[src/rtl/xa_bf_param_pkg.sv]
`default_nettype none
// ============================================================================
// Module      : xa_bf_param_pkg
// Description : Shared types and default constants for the beam-forming
//               parameter transfer engine (state encoding, default word
//               count, read latency, FIFO depth, checksum width).
// Revision    : 1.0 - initial release
// ============================================================================
package xa_bf_param_pkg;

  typedef enum logic [1:0] {
    ST_IDLE  = 2'd0,
    ST_READ  = 2'd1,
    ST_DRAIN = 2'd2,
    ST_DONE  = 2'd3
  } state_e;

  localparam logic [9:0] C_WORD_NUM   = 10'd256;
  localparam int         C_RD_LAT     = 3;
  localparam int         C_DATA_W     = 32;
  localparam int         C_FIFO_DEPTH = 8;
  localparam int         C_CHKSUM_W   = 32;

endpackage : xa_bf_param_pkg
`default_nettype wire

[src/rtl/xa_bf_param_fifo.sv]
`default_nettype none
// ============================================================================
// Module      : xa_bf_param_fifo
// Description : Small synchronous FIFO with flush. The head word is presented
//               combinationally so the consumer sees it in the same cycle the
//               FIFO becomes non-empty.
// Ports       : i_clk156m / i_arst  clock, async active-high reset
//               i_push / i_wdata    write strobe and data
//               i_pop               remove head (ignored when empty)
//               i_flush             discard all contents (wins over push/pop)
//               o_head              current head word
//               o_empty / o_count   status
// Revision    : 1.0 - initial release
// ============================================================================
module xa_bf_param_fifo
  import xa_bf_param_pkg::*;
#(
  parameter int P_data_w = C_DATA_W,
  parameter int P_depth  = C_FIFO_DEPTH
) (
  input  logic                       i_clk156m,
  input  logic                       i_arst,
  input  logic                       i_push,
  input  logic                       i_pop,
  input  logic                       i_flush,
  input  logic [P_data_w-1:0]        i_wdata,
  output logic [P_data_w-1:0]        o_head,
  output logic                       o_empty,
  output logic [$clog2(P_depth):0]   o_count
);

  localparam int AW = $clog2(P_depth);
  localparam logic [AW:0] C_FULL = (AW+1)'(P_depth);

  logic [P_data_w-1:0] mem_q [P_depth];
  logic [P_data_w-1:0] mem_d [P_depth];
  logic [AW-1:0]       wr_ptr_q, wr_ptr_d;
  logic [AW-1:0]       rd_ptr_q, rd_ptr_d;
  logic [AW:0]         cnt_q, cnt_d;
  logic                do_pop;

  assign do_pop = i_pop && (cnt_q != '0);

  always_comb begin
    mem_d    = mem_q;
    wr_ptr_d = wr_ptr_q;
    rd_ptr_d = rd_ptr_q;
    cnt_d    = cnt_q;
    if (i_flush) begin
      wr_ptr_d = '0;
      rd_ptr_d = '0;
      cnt_d    = '0;
    end else begin
      if (i_push) begin
        mem_d[wr_ptr_q] = i_wdata;
        wr_ptr_d        = wr_ptr_q + AW'(1);
      end
      if (do_pop) begin
        rd_ptr_d = rd_ptr_q + AW'(1);
      end
      case ({i_push, do_pop})
        2'b10:   cnt_d = cnt_q + (AW+1)'(1);
        2'b01:   cnt_d = cnt_q - (AW+1)'(1);
        default: cnt_d = cnt_q;
      endcase
    end
  end

  always_ff @(posedge i_clk156m or posedge i_arst) begin
    if (i_arst) begin
      for (int i = 0; i < P_depth; i++) begin
        mem_q[i] <= '0;
      end
      wr_ptr_q <= '0;
      rd_ptr_q <= '0;
      cnt_q    <= '0;
    end else begin
      mem_q    <= mem_d;
      wr_ptr_q <= wr_ptr_d;
      rd_ptr_q <= rd_ptr_d;
      cnt_q    <= cnt_d;
    end
  end

  assign o_head  = mem_q[rd_ptr_q];
  assign o_empty = (cnt_q == '0);
  assign o_count = cnt_q;

  // The upstream credit scheme must never push into a full FIFO without a pop.
  a_no_overflow: assert property (@(posedge i_clk156m) disable iff (i_arst)
    !(i_push && !i_flush && !do_pop && (cnt_q == C_FULL)));

endmodule : xa_bf_param_fifo
`default_nettype wire

[src/rtl/xa_bf_param_xfer.sv]
`default_nettype none
// ============================================================================
// Module      : xa_bf_param_xfer
// Description : Sound-speed / position-vector parameter transfer engine.
//               On i_param_start it reads P_word_num words from the source
//               RAM (fixed read latency P_rd_lat) and streams them through a
//               credit-controlled FIFO to the coefficient RAM write port over
//               valid/ready, then pulses o_param_end for one cycle.
//               i_abort returns to idle immediately, discarding everything.
// Ports       : i_clk156m, i_arst        clock, async active-high reset
//               i_param_start, i_abort   control pulses
//               o_src_rden/addr, i_src_rdata          source RAM read port
//               o_dst_valid/addr/data, i_dst_ready    destination write port
//               o_param_end, o_busy, o_chksum         status
// Options     : XA_BF_PARAM_CHKSUM_EN - when defined, o_chksum carries the
//               modulo-2^32 sum of the low 32 data bits of every delivered
//               word; otherwise o_chksum is tied to zero.
// Revision    : 1.0 - initial release
// ============================================================================
module xa_bf_param_xfer
  import xa_bf_param_pkg::*;
#(
  parameter logic [9:0] P_word_num   = C_WORD_NUM,
  parameter int         P_rd_lat     = C_RD_LAT,
  parameter int         P_data_w     = C_DATA_W,
  parameter int         P_fifo_depth = C_FIFO_DEPTH
) (
  input  logic                  i_clk156m,
  input  logic                  i_arst,
  input  logic                  i_param_start,
  input  logic                  i_abort,
  output logic                  o_src_rden,
  output logic [9:0]            o_src_addr,
  input  logic [P_data_w-1:0]   i_src_rdata,
  output logic                  o_dst_valid,
  output logic [9:0]            o_dst_addr,
  output logic [P_data_w-1:0]   o_dst_data,
  input  logic                  i_dst_ready,
  output logic                  o_param_end,
  output logic                  o_busy,
  output logic [C_CHKSUM_W-1:0] o_chksum
);

  localparam int CNT_W = $clog2(P_fifo_depth) + 1;
  localparam logic [CNT_W:0] C_DEPTH = (CNT_W+1)'(P_fifo_depth);

  state_e              state_q, state_d;
  logic [9:0]          rd_cnt_q, rd_cnt_d;
  logic [9:0]          wr_cnt_q, wr_cnt_d;
  logic [P_rd_lat-1:0] sr_q, sr_d;       // one bit per outstanding source read
  logic [CNT_W-1:0]    inflight;
  logic [CNT_W-1:0]    fifo_cnt;
  logic                fifo_empty;
  logic [P_data_w-1:0] fifo_head;
  logic                credit_ok;
  logic                handshake;
  logic                rden;
  logic                fifo_push;

  // Credits count words already committed to FIFO space: reads still in the
  // RAM pipeline plus words sitting in the FIFO.
  always_comb begin
    inflight = '0;
    for (int i = 0; i < P_rd_lat; i++) begin
      inflight = inflight + CNT_W'(sr_q[i]);
    end
  end

  assign credit_ok = ({1'b0, inflight} + {1'b0, fifo_cnt}) < C_DEPTH;
  assign handshake = !fifo_empty && i_dst_ready;
  assign fifo_push = sr_q[P_rd_lat-1] && !i_abort;

  always_comb begin
    state_d  = state_q;
    rd_cnt_d = rd_cnt_q;
    wr_cnt_d = wr_cnt_q;
    rden     = 1'b0;

    if (handshake) begin
      wr_cnt_d = wr_cnt_q + 10'd1;
    end

    case (state_q)
      ST_IDLE: begin
        if (i_param_start) begin
          state_d  = ST_READ;
          rd_cnt_d = '0;
          wr_cnt_d = '0;
        end
      end
      ST_READ: begin
        if (credit_ok && (rd_cnt_q < P_word_num)) begin
          rden     = 1'b1;
          rd_cnt_d = rd_cnt_q + 10'd1;
          if (rd_cnt_q == P_word_num - 10'd1) begin
            state_d = ST_DRAIN;
          end
        end
      end
      ST_DRAIN: begin
        // Leave on the final handshake itself so o_param_end follows it by
        // exactly one cycle.
        if (wr_cnt_d == P_word_num) begin
          state_d = ST_DONE;
        end
      end
      ST_DONE: begin
        state_d = ST_IDLE;
      end
      default: begin
        state_d = ST_IDLE;
      end
    endcase

    if (i_abort) begin
      state_d  = ST_IDLE;
      rd_cnt_d = '0;
      wr_cnt_d = '0;
      rden     = 1'b0;
    end

    sr_d[0] = rden;
    for (int i = 1; i < P_rd_lat; i++) begin
      sr_d[i] = sr_q[i-1];
    end
    if (i_abort) begin
      sr_d = '0;
    end
  end

  always_ff @(posedge i_clk156m or posedge i_arst) begin
    if (i_arst) begin
      state_q  <= ST_IDLE;
      rd_cnt_q <= '0;
      wr_cnt_q <= '0;
      sr_q     <= '0;
    end else begin
      state_q  <= state_d;
      rd_cnt_q <= rd_cnt_d;
      wr_cnt_q <= wr_cnt_d;
      sr_q     <= sr_d;
    end
  end

  xa_bf_param_fifo #(
    .P_data_w (P_data_w),
    .P_depth  (P_fifo_depth)
  ) u_fifo (
    .i_clk156m (i_clk156m),
    .i_arst    (i_arst),
    .i_push    (fifo_push),
    .i_pop     (handshake),
    .i_flush   (i_abort),
    .i_wdata   (i_src_rdata),
    .o_head    (fifo_head),
    .o_empty   (fifo_empty),
    .o_count   (fifo_cnt)
  );

  assign o_src_rden  = rden;
  assign o_src_addr  = rd_cnt_q;
  assign o_dst_valid = !fifo_empty;
  assign o_dst_addr  = wr_cnt_q;
  assign o_dst_data  = fifo_head;
  assign o_busy      = (state_q != ST_IDLE);
  // An abort landing in the DONE cycle suppresses the completion pulse.
  assign o_param_end = (state_q == ST_DONE) && !i_abort;

`ifdef XA_BF_PARAM_CHKSUM_EN
  logic [C_CHKSUM_W-1:0] acc_q, acc_d;
  logic [C_CHKSUM_W-1:0] chksum_q, chksum_d;

  always_comb begin
    acc_d    = acc_q;
    chksum_d = chksum_q;
    if (handshake) begin
      acc_d = acc_q + C_CHKSUM_W'(fifo_head);
    end
    // Capture on the final handshake so the value is present with o_param_end.
    if ((state_q == ST_DRAIN) && (wr_cnt_d == P_word_num)) begin
      chksum_d = acc_d;
    end
    if ((state_q == ST_IDLE) && i_param_start) begin
      acc_d    = '0;
      chksum_d = '0;
    end
    if (i_abort) begin
      acc_d    = '0;
      chksum_d = chksum_q;
    end
  end

  always_ff @(posedge i_clk156m or posedge i_arst) begin
    if (i_arst) begin
      acc_q    <= '0;
      chksum_q <= '0;
    end else begin
      acc_q    <= acc_d;
      chksum_q <= chksum_d;
    end
  end

  assign o_chksum = chksum_q;
`else
  assign o_chksum = '0;
`endif

endmodule : xa_bf_param_xfer
`default_nettype wire

[config.mk]
export PLATFORM = sky130hd
export DESIGN_NAME = xa_bf_param_xfer
export DESIGN_NICKNAME = d
export VERILOG_FILES = /design/src/rtl/xa_bf_param_pkg.sv /design/src/rtl/xa_bf_param_fifo.sv /design/src/rtl/xa_bf_param_xfer.sv
export SDC_FILE = /design/constraint.sdc
export NUM_CORES = 1
export LEC_CHECK = 0
export CAP_MARGIN = 0
export CORE_MARGIN = 2
export CORE_UTILIZATION = 40
export CTS_BUF_LIST = sky130_fd_sc_hd__clkbuf_8 sky130_fd_sc_hd__clkbuf_16
export DETAILED_ROUTE_END_ITERATION = 10
export PLACE_DENSITY = 0.62
export SYNTH_ARGS = -nofsm -noshare
export SYNTH_HDL_FRONTEND = slang
export SYNTH_HIERARCHICAL = 1
export SYNTH_SLANG_ARGS = --single-unit
[constraint.sdc]
create_clock -name i_clk156m -period 12 [get_ports i_clk156m]
set_clock_uncertainty 0.05 [all_clocks]
set_input_delay 2.4 -clock i_clk156m [delete_from_list [all_inputs] [get_ports i_clk156m]]
set_output_delay 2.4 -clock i_clk156m [all_outputs]
set_load 0.02 [all_outputs]
==> run summary, run 1 <==
Status -> finished clean
Post-synthesis compound-gate area fraction -> 0.0204
Post-Synthesis Cells -> 924
Critical Path, Cell by Cell -> clkdlybuf4s50_1 -> buf_4 -> inv_1 -> nand2_2 -> nor2_1 -> clkdlybuf4s50_1
CTS clk-pin slew, worst paths -> 0.06 ns
Synth Cell Area -> 13800 um^2
Mux share of post-synthesis cell area -> 0.345
Layout area overhead -> 18.0%
Worst min-delay path class -> reg -> reg
Largest family of logic cells by synthesized area -> multiplexers
Postcts setup bufs -> 0
Routed vias/inst -> 5.22
Drt wl/cell -> 19.5 um
IO Count -> 125
Setup WS pre-CTS -> 5.37 ns
Avg Synthesized Cell Area -> 14.9 um^2
First-pass GRT wire length -> 47.5 mm
Worst-Skew Late Latency -> 0.50 ns
Fillers -> 2935
Worst Setup End Kind -> output port
Utilization after layout -> 0.482
Worst VDD drop -> 0.000103 V
Area of the die -> 35900 um^2
Congestion Overflow GR -> 0
Die Wd -> 189 um
Crit path arrival time -> 4.17 ns
Commonest non-fill, non-tap cell in the layout -> dfrtp_1
Clock sink count -> 291
Grt met3 use -> 0.0261
Synth cell types -> 57
Final ANT Viol Nets -> 0
Worst setup margin -> 5.38 ns
Crit path launch type -> input pin
Max incr delay on CP -> 0.65 ns
Hold buffers post-CTS -> 0
RePlAce Congestion -> 0.774
Share of layout cells above drive strength 1 -> 0.426
Antenna violations before repair -> 1
DP HPWL -> 16.5 mm
RSZ-0062 raised after global routing -> false
Fmax -> 151 MHz
Grt met2 use -> 0.282
Worst slew pin tran -> 0.993 ns
Clk buf depth -> 3
Part of the cycle the worst path needs -> 0.551
FF+latch count, synth -> 291
Core ar. -> 33700 um^2
CP Class -> in -> out
Nets -> 1064
Chip height -> 189 um
PortBufs -> 92
Slowest-stage cell, CP -> clkdlybuf4s50_1
Synth Flop Type -> dfrtp_1
XOR/XNOR Fraction of Synth Area -> 0.0108
PostCTS Resize Cnt -> 0
Hold Fails Final Rpt -> 0
Max-slew violation count -> 0
Met1 GRT Util -> 0.229
Syn. warnings -> 6
Global Route Usage Sum -> 0.168
Detailed Route WL -> 29.0 mm
Vias in the first global route -> 8415
Clk Tree Root Cell -> clkbuf_16
WP data required -> 9.55 ns
CTS HTree Levels -> 2
Starting Density -> 0.408
Vias -> 7767
Final setup vio count -> 0
Simple-Gate Fraction of Synth Area -> 0.0411
Multi-input logic area -> 6060 um^2
Num CTS Buffers -> 34
Most used cell, CP -> clkdlybuf4s50_1
TNS Setup -> 0 ns
Maxcap violations -> 0
Largest net degree at the start of global routing -> 124
Reg area -> 7290 um^2
DRC -> 0
P_leak -> 7.61 nW
CTS tree -> yes
Most frequent cells in the layout -> dfrtp_1 (288), mux2_2 (286), clkdlybuf4s50_1 (92)
CP max FO -> 24
Kind of cell adding the most delay to the critical path -> buffers and inverters
Sequential element share of the synthesized area -> 0.529
# rows -> 67
Synth Area in Adders -> 0.0124
Post-synth EDFFs -> 0
Busiest grt layer -> met2
Overall Power -> 2.58 mW
Slew headroom -> 0.338
Final worst path period need -> 6.62 ns
Power Dens Cells -> 159 nW/um^2
DR pass1 iterations -> 4
DRT iter0 DRCs -> 362
Post-synthesis async set-or-reset flop share -> 1.00
Crit path buffers/inverters -> 4
metal layers:
layer	share of wire	vias to the layer above
li1	-	3515
met5	0	-
met2	0.49	133
met3	0.035	38
met1	0.45	4081
met4	0.019	0
cells by family (layout without fill, tap and decap cells):
family | Yosys count | in the layout
mux | 358 | 358
flops | 291 | 291
simple gates | 105 | 105
buf+inv | 99 | 183
compound gates | 40 | 40
xor+xnor | 17 | 17
fa+ha+maj | 13 | 13
other cells | 1 | 33
stage by stage:
stage | hold WS (ns) | std cells | area, um^2
floorplan | 0.403 | 955 | 13900
global placement | 0.421 | 1426 | 15000
detailed placement | 0.423 | 1426 | 15000
CTS | 0.436 | 1487 | 16200
global route | 0.450 | 1487 | 16200
finish | 0.440 | 1488 | 16200
path summary, 6_finish.rpt:
path	startpoint	endpoint	slack, ns	cells past startpoint
min	u_fifo/mem_q[59]$_DFFE_PP0P_	u_fifo/mem_q[59]$_DFFE_PP0P_	0.44	1
min reg2reg	u_fifo/mem_q[59]$_DFFE_PP0P_	u_fifo/mem_q[59]$_DFFE_PP0P_	0.44	1
max reg2reg	u_fifo/o_count[0]$_DFFE_PP0P_	u_fifo/o_count[3]$_DFFE_PP0P_	8.69	10
max	i_abort	o_src_rden	5.38	6
min in group asynchronous	i_arst	u_fifo/mem_q[195]$_DFFE_PP0P_	2.37	2
max in group asynchronous	i_arst	u_fifo/mem_q[111]$_DFFE_PP0P_	7.21	4
where the power goes:
group / total [mW] / leakage, nW / switching (mW) / internal, mW
clock: 1.11 / 0.614 / 0.413 / 0.702
sequential: 1.06 / 4.03 / 0.0277 / 1.03
combinational: 0.409 / 2.97 / 0.198 / 0.211
total: 2.58 / 7.61 / 0.639 / 1.95
flip-flops by register name (all words and copies together), names as in the netlist:
| signal | count |
|---|---|
| state_q | 2 |
| u_fifo/wr_ptr_q | 3 |
| sr_q | 3 |
| u_fifo/rd_ptr_q | 3 |
| u_fifo/o_count | 4 |
| o_dst_addr | 10 |
| u_fifo/mem_q | 256 |
| o_src_addr | 10 |
cells in the mapped netlist, types with 2 or more instances:
cell type,instances,share of area
mux2_1,3,0.0025
nand3b_1,4,0.0022
buf_2,31,0.011
or3_1,3,0.0014
xnor2_1,11,0.0070
nand2b_1,2,0.00091
o21ai_0,16,0.0058
nor3b_2,2,0.0018
dfrtp_1,291,0.53
and3_1,5,0.0023
nand4b_1,2,0.0013
buf_4,38,0.021
a21oi_1,3,0.0011
ha_1,12,0.011
mux2i_1,5,0.0036
nor2b_1,7,0.0032
inv_1,16,0.0044
nor3_2,2,0.0015
nor2_1,34,0.0093
xor2_1,6,0.0038
mux2_2,286,0.23
nand2_1,18,0.0049
or4_1,2,0.0011
clkbuf_1,12,0.0033
nand4_1,4,0.0018
a31oi_1,6,0.0027
o21a_1,3,0.0016
or2_2,2,0.00091
nand3_1,4,0.0015
mux4_2,64,0.10
nor3_1,4,0.0015
layout make-up:
| type | count | area share |
|---|---|---|
| tap | 448 | 0.0345 |
| timing repair buffer | 106 | 0.0632 |
| clock inverter | 22 | 0.0187 |
| multi-input combinational | 565 | 0.374 |
| inverter | 16 | 0.00416 |
| clock buffer | 39 | 0.0566 |
| antenna | 1 | 0.000154 |
| sequential | 291 | 0.449 |
Note: power is estimated with default switching activity, not from simulation.
==> inputs of run 2 (changes only) <==
- PLACE_DENSITY: 0.62 -> 0.64
- clock period: 12 -> 6.05 ns (I/O delays scaled with it)
==> run summary, run 2 (same netlist as run 1, synthesis figures left out) <==
Status -> finished clean
Crit path launch type -> flop
Metal3 WL -> 940 um (-6.7%)
Multi-input logic area -> 6060 um^2 (unchanged)
First-pass GRT wire length -> 46.7 mm (-1.6%)
Final ANT Viol Nets -> 0 (unchanged)
Congestion Overflow GR -> 0 (unchanged)
Crit path buffers/inverters -> 2 (-2)
Vias in the first global route -> 8200 (-2.6%)
CTS clk-pin slew, worst paths -> 0.06 ns (about the same)
Crit path arrival time -> 3.21 ns (-0.96 ns)
Die Wd -> 189 um (unchanged)
Worst-Skew Late Latency -> 0.50 ns (about the same)
Post-Layout Cell Count -> 1490 (+0.13%)
Nets -> 1066 (+0.19%)
Hold buffers post-CTS -> 0 (unchanged)
P_leak -> 7.62 nW (about the same)
# rows -> 67 (unchanged)
Vias -> 7867 (+1.3%)
PostCTS Resize Cnt -> 0 (unchanged)
RePlAce Congestion -> 0.784 (+1.3%)
Clk Tree Root Cell -> clkbuf_16
Area of the die -> 35900 um^2 (unchanged)
DP HPWL -> 17.3 mm (+4.6%)
Num CTS Buffers -> 34 (unchanged)
Final setup vio count -> 0 (unchanged)
Slew headroom -> 0.274 (-0.0637)
DRT iter0 DRCs -> 450 (+24%)
CP Class -> reg -> out
WP data required -> 4.79 ns (-4.76 ns)
Hold path depth -> 1 (unchanged)
Fillers -> 2971 (+1.2%)
Worst min-delay path class -> reg -> reg
Max incr delay on CP -> 0.86 ns (+0.21 ns)
Postcts setup bufs -> 0 (unchanged)
Reg area -> 7290 um^2 (unchanged)
Worst Setup End Kind -> output port
Antenna fix cells -> 0 (-1)
Biggest register -> u_fifo/mem_q
Final worst path period need -> 4.47 ns
PortBufs -> 92 (unchanged)
Worst VDD drop -> 0.000203 V (+97%)
Starting Density -> 0.408 (unchanged)
Worst reg2reg path depth -> 10 (unchanged)
DR pass1 iterations -> 4 (unchanged)
Routed vias/inst -> 5.28 (+1.2%)
Slowest-stage cell, CP -> dfrtp_4
IO Count -> 125 (unchanged)
Drt wl/cell -> 19.2 um (-1.3%)
CP max FO -> 35 (+46%)
RSZ-0062 raised after global routing -> false
Clock sink count -> 291 (unchanged)
Fmax -> 224 MHz
Placed cells -> 1428 (+0.14%)
Part of the cycle the worst path needs -> 0.739
Commonest non-fill, non-tap cell in the layout -> dfrtp_1
Share of layout cells above drive strength 1 -> 0.427 (+0.000692)
Maxcap violations -> 0 (unchanged)
Top sig layer -> met4
CTS tree -> yes
Detailed Route WL -> 28.7 mm (-1.1%)
Kind of cell adding the most delay to the critical path -> buffers and inverters
TNS Setup -> 0 ns (unchanged)
Core ar. -> 33700 um^2 (unchanged)
CTS HTree Levels -> 2 (unchanged)
Max FFs per register -> 256 (unchanged)
Critical Path, Cell by Cell -> buf_4 -> mux4_2 -> mux2_2 -> clkdlybuf4s50_1
Clk buf depth -> 3 (unchanged)
Power Dens Cells -> 309 nW/um^2 (+94%)
Most frequent cells in the layout -> dfrtp_1 (288), mux2_2 (286), clkdlybuf4s50_1 (92)
Met2 routed WL -> 13.4 mm (-6.2%)
Chip height -> 189 um (unchanged)
Layout area overhead -> 17.8%
Antenna violations before repair -> 0 (-1)
Met1 WL -> 13.7 mm (+4.9%)
Worst slew pin tran -> 1.09 ns (+0.0917 ns)
Global Route Usage Sum -> 0.164 (-0.00394)
Hold Fails Final Rpt -> 0 (unchanged)
DRC -> 0 (unchanged)
Max-slew violation count -> 0 (unchanged)
Largest net degree at the start of global routing -> 145 (+17%)
Crit. path cell count -> 4 (-2)
==> run 2: cell types whose count changed in the layout (fill, tap and decap cells not counted), sizes merged <==
cell	delta
bufinv	-5
clkinvlp	-1
inv	-2
clkinv	+3
buf	+2
clkbuf	+6
diode	-1
==> run 2: stage by stage <==
stage	hold slack [ns]	util	total power [mW]	setup slack, ns	area (um^2)
after global routing	0.459	0.481	5.22	1.39	16200
after floorplan	0.403	-	2.65	1.28	13900
final	0.445	0.481	5.00	1.58	16200
after detailed placement	0.431	0.446	2.97	1.40	15000
after CTS	0.445	0.481	5.07	1.49	16200
after global placement	0.419	0.446	2.95	1.51	15000
==> run 2: layout make-up <==
cell class | instances | share of cell area
Clock buffer | 45 | 0.0639
Sequential cell | 291 | 0.450
Multi-Input combinational cell | 565 | 0.374
Timing Repair Buffer | 108 | 0.0658
Clock inverter | 17 | 0.00795
Inverter | 16 | 0.00394
Tap cell | 448 | 0.0346
==> run 2: power by group <==
part           internal, mW  total, mW  switching (mW)
clock                  1.28       2.08           0.794
sequential             2.05       2.10          0.0554
combinational         0.421      0.822           0.401
==> run 2: worst register-to-register path, cell delays in order (launching register included) <==
cell and delay [ns]:
dfrtp_1 0.50, or2_2 0.19, nor3_1 0.08, nor2b_1 0.58, o41ai_4 0.29, nor2_1 0.29, ha_1 0.32, a31o_2 0.26
and3_2 0.20, a21oi_1 0.15, mux2_2 0.34
==> run 2: path summary, 6_finish.rpt <==
kind,from,end,slack (ns)
setup / recovery,u_fifo/rd_ptr_q[0]$_DFFE_PP0P_,o_dst_data[29],1.58
hold / removal,u_fifo/mem_q[216]$_DFFE_PP0P_,u_fifo/mem_q[216]$_DFFE_PP0P_,0.44
setup reg to reg,u_fifo/o_count[1]$_DFFE_PP0P_,u_fifo/o_count[3]$_DFFE_PP0P_,2.69
hold reg to reg,u_fifo/mem_q[216]$_DFFE_PP0P_,u_fifo/mem_q[216]$_DFFE_PP0P_,0.44
max in group asynchronous,i_arst,u_fifo/rd_ptr_q[1]$_DFFE_PP0P_,3.55
min in group asynchronous,i_arst,u_fifo/rd_ptr_q[0]$_DFFE_PP0P_,1.19
==> run 2: per-layer routing <==
layer	vias to the layer above	track usage
met1	4177	0.238
li1	3516	-
met5	-	0
met4	0	0.0465
met2	136	0.257
met3	38	0.0261
